===== config.mk =====
export PLATFORM = sky130hd
export DESIGN_NAME = serial_subtractor
export DESIGN_NICKNAME = d
export VERILOG_FILES = /design/src/rtl/serial_subtractor.sv
export SDC_FILE = /design/constraint.sdc
export NUM_CORES = 1
export LEC_CHECK = 0
export ABC_AREA = 1
export CAP_MARGIN = 20
export CORE_MARGIN = 5
export CORE_UTILIZATION = 45
export DETAILED_ROUTE_END_ITERATION = 12
export PLACE_DENSITY = 0.73
export SLEW_MARGIN = 20
export SYNTH_ARGS = -nofsm -noshare
export SYNTH_HDL_FRONTEND = slang
export SYNTH_SLANG_ARGS = --single-unit

===== constraint.sdc =====
create_clock -name clk -period 1.23 [get_ports clk]
set_input_delay 0.246 -clock clk [delete_from_list [all_inputs] [get_ports clk]]
set_output_delay 0.246 -clock clk [all_outputs]
set_load 0.01 [all_outputs]

===== src/rtl/serial_subtractor.sv =====
// -----------------------------------------------------------------------------
// serial_subtractor
//   Bit-serial unsigned subtractor: d = a - b over WIDTH bits, LSB first.
//   Each RUN cycle performs one full-subtract step built from two cascaded
//   half-subtractor cells plus a borrow flip-flop. Valid/ready handshakes on
//   both the operand and the result side.
//
// Ports
//   clk        rising-edge clock
//   rst_n      asynchronous active-low reset
//   in_valid   operand pair a/b is valid
//   in_ready   block can accept operands (state IDLE)
//   a, b       minuend / subtrahend, unsigned, WIDTH bits
//   out_valid  d/bout valid (state DONE)
//   out_ready  consumer accepts the result
//   d          (a - b) mod 2^WIDTH
//   bout       final borrow, 1 iff a < b
//   busy       high while bits are being processed (state RUN)
// -----------------------------------------------------------------------------

// Half-subtractor cell: diff = x - y, borrow when y > x.
module half_subtractor (
  input  logic x,
  input  logic y,
  output logic diff,
  output logic borrow
);
  assign diff   = x ^ y;
  assign borrow = ~x & y;
endmodule

module serial_subtractor #(
  parameter int WIDTH = 8,
  localparam int CW   = $clog2(WIDTH + 1)
) (
  input  logic             clk,
  input  logic             rst_n,
  input  logic             in_valid,
  output logic             in_ready,
  input  logic [WIDTH-1:0] a,
  input  logic [WIDTH-1:0] b,
  output logic             out_valid,
  input  logic             out_ready,
  output logic [WIDTH-1:0] d,
  output logic             bout,
  output logic             busy
);

  typedef enum logic [1:0] {
    IDLE = 2'd0,
    RUN  = 2'd1,
    DONE = 2'd2
  } state_t;

  // Counter value on the edge that processes the most significant bit.
  localparam logic [CW-1:0] LAST_BIT = CW'(WIDTH - 1);

  state_t           state_q, state_d;
  logic [WIDTH-1:0] a_sr_q, a_sr_d;
  logic [WIDTH-1:0] b_sr_q, b_sr_d;
  logic [WIDTH-1:0] d_q, d_d;
  logic             bout_q, bout_d;
  logic             br_q, br_d;
  logic [CW-1:0]    cnt_q, cnt_d;

  // One full-subtract step on the current LSBs and the stored borrow.
  logic h, b1, di, b2, borrow_next;

  half_subtractor u_hs_operands (
    .x      (a_sr_q[0]),
    .y      (b_sr_q[0]),
    .diff   (h),
    .borrow (b1)
  );

  half_subtractor u_hs_borrow (
    .x      (h),
    .y      (br_q),
    .diff   (di),
    .borrow (b2)
  );

  assign borrow_next = b1 | b2;

  always_comb begin
    state_d = state_q;
    a_sr_d  = a_sr_q;
    b_sr_d  = b_sr_q;
    d_d     = d_q;
    bout_d  = bout_q;
    br_d    = br_q;
    cnt_d   = cnt_q;

    case (state_q)
      IDLE: begin
        if (in_valid) begin
          a_sr_d  = a;
          b_sr_d  = b;
          br_d    = 1'b0;
          cnt_d   = '0;
          state_d = RUN;
        end
      end

      RUN: begin
        a_sr_d = a_sr_q >> 1;
        b_sr_d = b_sr_q >> 1;
        // Result bits enter at the MSB; after WIDTH shifts the first
        // computed bit has arrived at bit 0.
        d_d    = {di, d_q[WIDTH-1:1]};
        br_d   = borrow_next;
        cnt_d  = cnt_q + CW'(1);
        if (cnt_q == LAST_BIT) begin
          bout_d  = borrow_next;
          state_d = DONE;
        end
      end

      DONE: begin
        if (out_ready) begin
          state_d = IDLE;
        end
      end

      default: begin
        state_d = IDLE;
      end
    endcase
  end

  always_ff @(posedge clk or negedge rst_n) begin
    if (!rst_n) begin
      state_q <= IDLE;
      a_sr_q  <= '0;
      b_sr_q  <= '0;
      d_q     <= '0;
      bout_q  <= 1'b0;
      br_q    <= 1'b0;
      cnt_q   <= '0;
    end else begin
      state_q <= state_d;
      a_sr_q  <= a_sr_d;
      b_sr_q  <= b_sr_d;
      d_q     <= d_d;
      bout_q  <= bout_d;
      br_q    <= br_d;
      cnt_q   <= cnt_d;
    end
  end

  assign in_ready  = (state_q == IDLE);
  assign busy      = (state_q == RUN);
  assign out_valid = (state_q == DONE);
  assign d         = d_q;
  assign bout      = bout_q;

endmodule

=== Yosys cells after proc, flatten, opt, wreduce, memory -nomap -nowiden ===
Index checks and enable logic that the tools add are counted.

* Latch bits: 0
* Bits in writable memories: 0
* ROM bits: 0
* Output and inout port bits: 12
* Input bits: 20
* Word-level logic and storage cells: 38
* Register bits: 32
* Memories: 0

* Multiplexer cells: 12
* Reduce and logical (&&, ||, !) cells: 5
* Add/sub/neg operators: 1
* Multipliers: 0
* Eq/ne operators: 6
* Bitwise operators: 7
* Shifts and indexed selects: 0
* $lt $le $gt $ge: 0
* Divide/modulo/power cells: 0

{| class="wikitable"
|+ Operators with widths
! operator !! number
|-
| case mux 8 bit (2 select lines) || 2
|-
| 2-to-1 mux 8 bit || 2
|-
| case mux 4 bit (2 select lines) || 1
|-
| 2-to-1 mux 2 bit || 3
|-
| case mux 2 bit (3 select lines) || 1
|-
| adder 4 x 1 -> 4 bit (second input constant) || 1
|-
| == test 4 x 3 -> 1 bit (second input constant) || 1
|-
| 2-to-1 mux 4 bit || 1
|-
| inequality test 2 x 1 -> 1 bit (second input constant) || 2
|-
| AND reduction 2 bit || 2
|-
| AND reduction 3 bit || 1
|-
| AND 1 bit || 2
|-
| == test 2 x 1 -> 1 bit (second input constant) || 1
|-
| == test 2 bit (second input constant) || 1
|-
| logical NOT 2 bit || 1
|-
| inequality test 2 bit (second input constant) || 1
|-
| NOT 1 bit || 2
|-
| case mux 1 bit (2 select lines) || 1
|-
| nonzero test 2 bit || 1
|-
| XOR 1 bit || 2
|-
| 2-to-1 mux 1 bit || 1
|-
| OR 1 bit || 1
|}

=== Logic depth before layout (Yosys ltp) ===
* Depth after elaboration: 5
* Gate-level depth with buffers: 7

=== Cells and area by module ===
From an unflattened synthesis, not the netlist that was laid out.

* Cells, all modules: 167
* Area total of the unflattened synthesis: 1438.9 um^2

{| class="wikitable"
|+ Modules (own cells, without submodules)
! module !! times used !! area an instance (um^2) !! cells each
|-
| serial_subtractor || 1 || 1398.8 || 161
|-
| half_subtractor || 2 || 20.0 || 3
|}

=== Worst setup path after synthesis ===
Ideal clock, no wire load.

* Path kind: register -> register
* From: register b_sr_q[0]
* To: register bout_q, in the netlist bout
* Path slack: 166 ps
* Stages on the path, launching flop included: 5
* Setup time: 65 ps
* Data required time: 1165 ps
* Clock period less this slack: 1064 ps
* Arrival time: 999 ps
* Buffers on the path: 0
* Cells stage by stage: dfrtp_1 inv_1 fa_1 nand3b_1 nand2_1

* Word-level cells in the longest chain between the ends: 4
* Elaborated cells between the ends (all ways): 5
* Classes of those cells: 5 x bitwise

{| class="wikitable"
|+ Ends and longest elaborated chain
! item !! line !! RTL
|-
| start: declaration || 60 || <nowiki>logic [WIDTH-1:0] b_sr_q, b_sr_d;</nowiki>
|-
| start signal: assignment || 143 || <nowiki>b_sr_q <= b_sr_d;</nowiki>
|-
| XOR 1 bit || 28 || <nowiki>assign diff = x ^ y;</nowiki>
|-
| NOT 1 bit || 29 || <nowiki>assign borrow = ~x & y;</nowiki>
|-
| AND 1 bit || 29 ||
|-
| OR 1 bit * || 83 || <nowiki>assign borrow_next = b1 | b2;</nowiki>
|-
| end signal: assignment || 145 || <nowiki>bout_q <= bout_d;</nowiki>
|-
| end: declaration || 62 || <nowiki>logic bout_q, bout_d;</nowiki>
|}

Mark *: on every way between the ends. The rest lies on a longest branch, timed or not.
A chain may end at the register's enable or synchronous reset.

=== Final worst setup path ===
* From: register state_q[1]
* To: output busy

* Word-level cells in the longest chain between the ends: 1

{| class="wikitable"
|+ Ends and longest elaborated chain
! item !! line !! RTL
|-
| start: declaration || 58 || <nowiki>state_t state_q, state_d;</nowiki>
|-
| start signal: assignment || 141 || <nowiki>state_q <= state_d;</nowiki>
|-
| == test 2 x 1 -> 1 bit || 152 || <nowiki>assign busy = (state_q == RUN);</nowiki>
|-
| end: declaration || 46 || <nowiki>output logic busy</nowiki>
|}

Every way passes these cells.

==> key figures <==
Worst setup path
  – Worst setup startpoint: state_q[1]
  – Startpoint Class: flop
  – Worst path max stage delay: 0.42 ns
  – Critical Path End: busy
  – R2R depth: 4
  – Critical Path Sink Type: output port
  – Worst path slowest cell: dfrtp_1
  – RR Endpoint: cnt_q[0]
  – Crit-path max FO: 3
  – Critical Path AT: approximately 1.1 ns
  – CP Depth: 4
  – RR Startpoint: state_q[0]
  – Critical Path RT: 0.98 ns
  – Crit path max-delay family: flip-flops
  – CP Class: reg -> out
  – Reg2Reg Setup Slack: ~0.020 ns
  – Worst path cell trace: inv_2 -> nand2_4 -> inv_4 -> buf_6
  – CP Buf/Inv Count: 3

Detailed routing
  – Vias: 1,333
  – DRC viols: 0
  – Final WL: 3.46 mm
  – Wirelength per Cell: between 10 and 15 µm
  – Initial drt markers: 73
  – Via density: 5.25
  – Detail Route Antenna Nets: 0
  – DRT Pass-1 Iters: 5

Layout
  – Area Growth Syn to Fin: 35.4%
  – Non-filler cells, final: 254
  – Nets: 232
  – Fillers: 276
  – Fraction of layout instances using a drive strength above 1: 21.9%
  – Finished Cell Area: 1930 µm²
  – N_diodes: 0

Synth
  – Mapped Area: approximately 1400 µm²
  – Mean cell area of the mapped netlist: 8.75 µm²
  – Syn_nets: 185
  – Area leader, netlist: dfrtp_1
  – Dominant cells by area after synthesis: dfrtp_1 (56%), nand3_1 (17%), nand2_1 (11%)
  – Post-synth top area share: 56.1%
  – Synthesized flop and latch total: 32
  – Syn. warnings: 0
  – Post-synthesis sequential area ratio: 56.1%
  – Post-synth cell types: 20
  – Cells after Synth: roughly 160

Power
  – Sequential Power Share: 40.8%
  – Net Sw Frac: between 40% and 50%
  – Leakage power: around 0.94 nW
  – Design Power: 4.35 mW
  – Psw: 1.76 mW
  – Worst VDD drop: 1.04 mV
  – Comb power frac: 46.3%
  – PwrDens: 2250 nW/µm²
  – Power share of the clock group: 12.9%
  – Int Pwr: 2.59 mW

Floorplanning
  – # rows: 20
  – Core area: just over 3000 µm²
  – Initial Utilization: 46.7%
  – IO Count: 32
  – Die Span Y: 66.3 µm
  – Die area: 4400 µm²
  – Die Width: 66.3 µm

GRT
  – Global-route wire length before repair: 6.00 mm
  – Largest net degree at the start of global routing: 33
  – Global route overflow: 0
  – GRT Total Usage: 17.8%
  – Antenna violations before repair: 0
  – Vias in the first global route: 1,338

Timing
  – Final period util: 109%
  – Final Hold Viols: 0
  – Relative slew slack: approximately four fifths
  – Final count of pins violating max slew: 0
  – Final Critical Period: 1.33 ns
  – Fmax: approximately 750 MHz
  – Measured slew at the worst slew-check pin: 0.296 ns
  – Setup TNS: -0.279 ns
  – Setup violation total in the final timing report: 3
  – Final Skew: 0.00711 ns
  – RSZ-0062 raised after global routing: true
  – Crit path setup slack, layout: -0.105 ns

Clock network
  – Root buffer cell: clkbuf_4
  – Clk_lat worst skew: 0.33 ns
  – Total CTS buffers: 5
  – H-tree Lvls: 2
  – Post-CTS Hold Buffers: 0
  – TritonCTS clock tree: done
  – CTS Buffer Depth: 2
  – CTS Sinks: 32
  – Clock transition at path regs: 0.10 ns

Placement
  – Post-DP HPWL: 2.34 mm
  – Placed Cells: 239
  – Placed cell area: 1830 µm²
  – RePlAce Congestion: between 0.7 and 0.8
  – Post-Place Setup Slack: -0.144 ns
  – Port bufs: 31

Status
  – Failing checks: setup timing
  – Status: complete, but fails checks

Hold path
  – Worst hold path class: in -> async

Run
  – MaxCap Viol Count: 0
-- Yosys cell counts, drive strengths merged --
cell / number
a21oi: 1
buf: 9
clkbuf: 1
dfrtp: 32
fa: 1
ha: 1
inv: 9
nand2: 42
nand3: 49
nand3b: 1
nand4: 1
nor2: 6
o21ai: 8
o22ai: 1
o31ai: 1
-- cell type report --
class | count | area (µm²) | share of cell area, %
sequential | 32 | 802 | 41.5
clock inverter | 1 | 5.00 | 0.259
multi-input combinational | 112 | 556 | 28.8
tap | 44 | 55.1 | 2.85
clock buffer | 6 | 41.3 | 2.14
timing repair buffer | 50 | 437 | 22.6
inverter | 9 | 36.3 | 1.88
-- per-layer routing --
layer / global-route usage, % / up-vias / wire length (µm)
met3: 5.61 / 11 / 242
li1: - / 634 / -
met1: 21.2 / 636 / 1400
met5: 0 / - / 0
met4: 5.33 / 0 / 67
met2: 30.5 / 52 / 1760
-- metrics by stage --
| step | hold WS, ns | utilization, % |
|---|---|---|
| after floorplan | -0.0496 | - |
| after global placement | 0.465 | 60.0 |
| after detailed placement | 0.473 | 60.0 |
| after CTS | 0.263 | 63.6 |
| after global routing | 0.261 | 63.3 |
| final | 0.259 | 63.3 |
-- flip-flops by register name, indices dropped and copies added, names as in the netlist --
name	count
state_q	2
cnt_q	4
bout	1
d	8
b_sr_q	8
a_sr_q	8
br_q	1
-- timing repair --
| action | 4_1_cts | 5_1_grt |
|---|---|---|
| buffers inserted | 7 | 2 |
| hold endpoints to repair | 0 | 0 |
| endpoints found under the setup margin | 15 | 37 |
| resized for setup | 36 | 17 |
| pin swaps | 2 | 0 |
-- layout by cell type, fill, tap and decap left out, drive strengths merged --
cell	Yosys	layout
nand3b	1	1
nand4	1	1
nor2	6	6
clkinv	0	1
a21oi	1	1
o22ai	1	1
fa	1	1
clkdlybuf4s50	0	19
buf	9	22
dfrtp	32	32
o31ai	1	1
ha	1	1
nand2	42	42
nand3	49	49
o21ai	8	8
inv	9	9
clkbuf	1	15
-- logic make-up after synthesis --
| group | after synthesis | share of synthesized area, % |
|---|---|---|
| buf+inv | 19 | 6.14 |
| simple gates | 99 | 31.3 |
| compound gates | 11 | 4.12 |
| flops | 32 | 56.1 |
| fa+ha+maj | 2 | 2.28 |
-- power groups by stage --
stage	logic (mW)	clock network (mW)	registers, mW
after floorplan	1.10	0	1.79
final	2.02	0.561	1.78
after detailed placement	1.86	0	1.79
after CTS	1.98	0.570	1.76
after global placement	1.80	0	1.76
after global routing	2.26	0.631	1.83
-- how the worst min path moves through the flow --
stage,endpoint,slack [ns],cells past startpoint
after CTS,d[3],0.26,2
final,d[6],0.26,2
after floorplan,a_sr_q[0],-0.05,0
after detailed placement,d[0],0.47,2
after global routing,d[5],0.26,2
after global placement,d[0],0.46,2
Power figures use the tool's default switching activity.
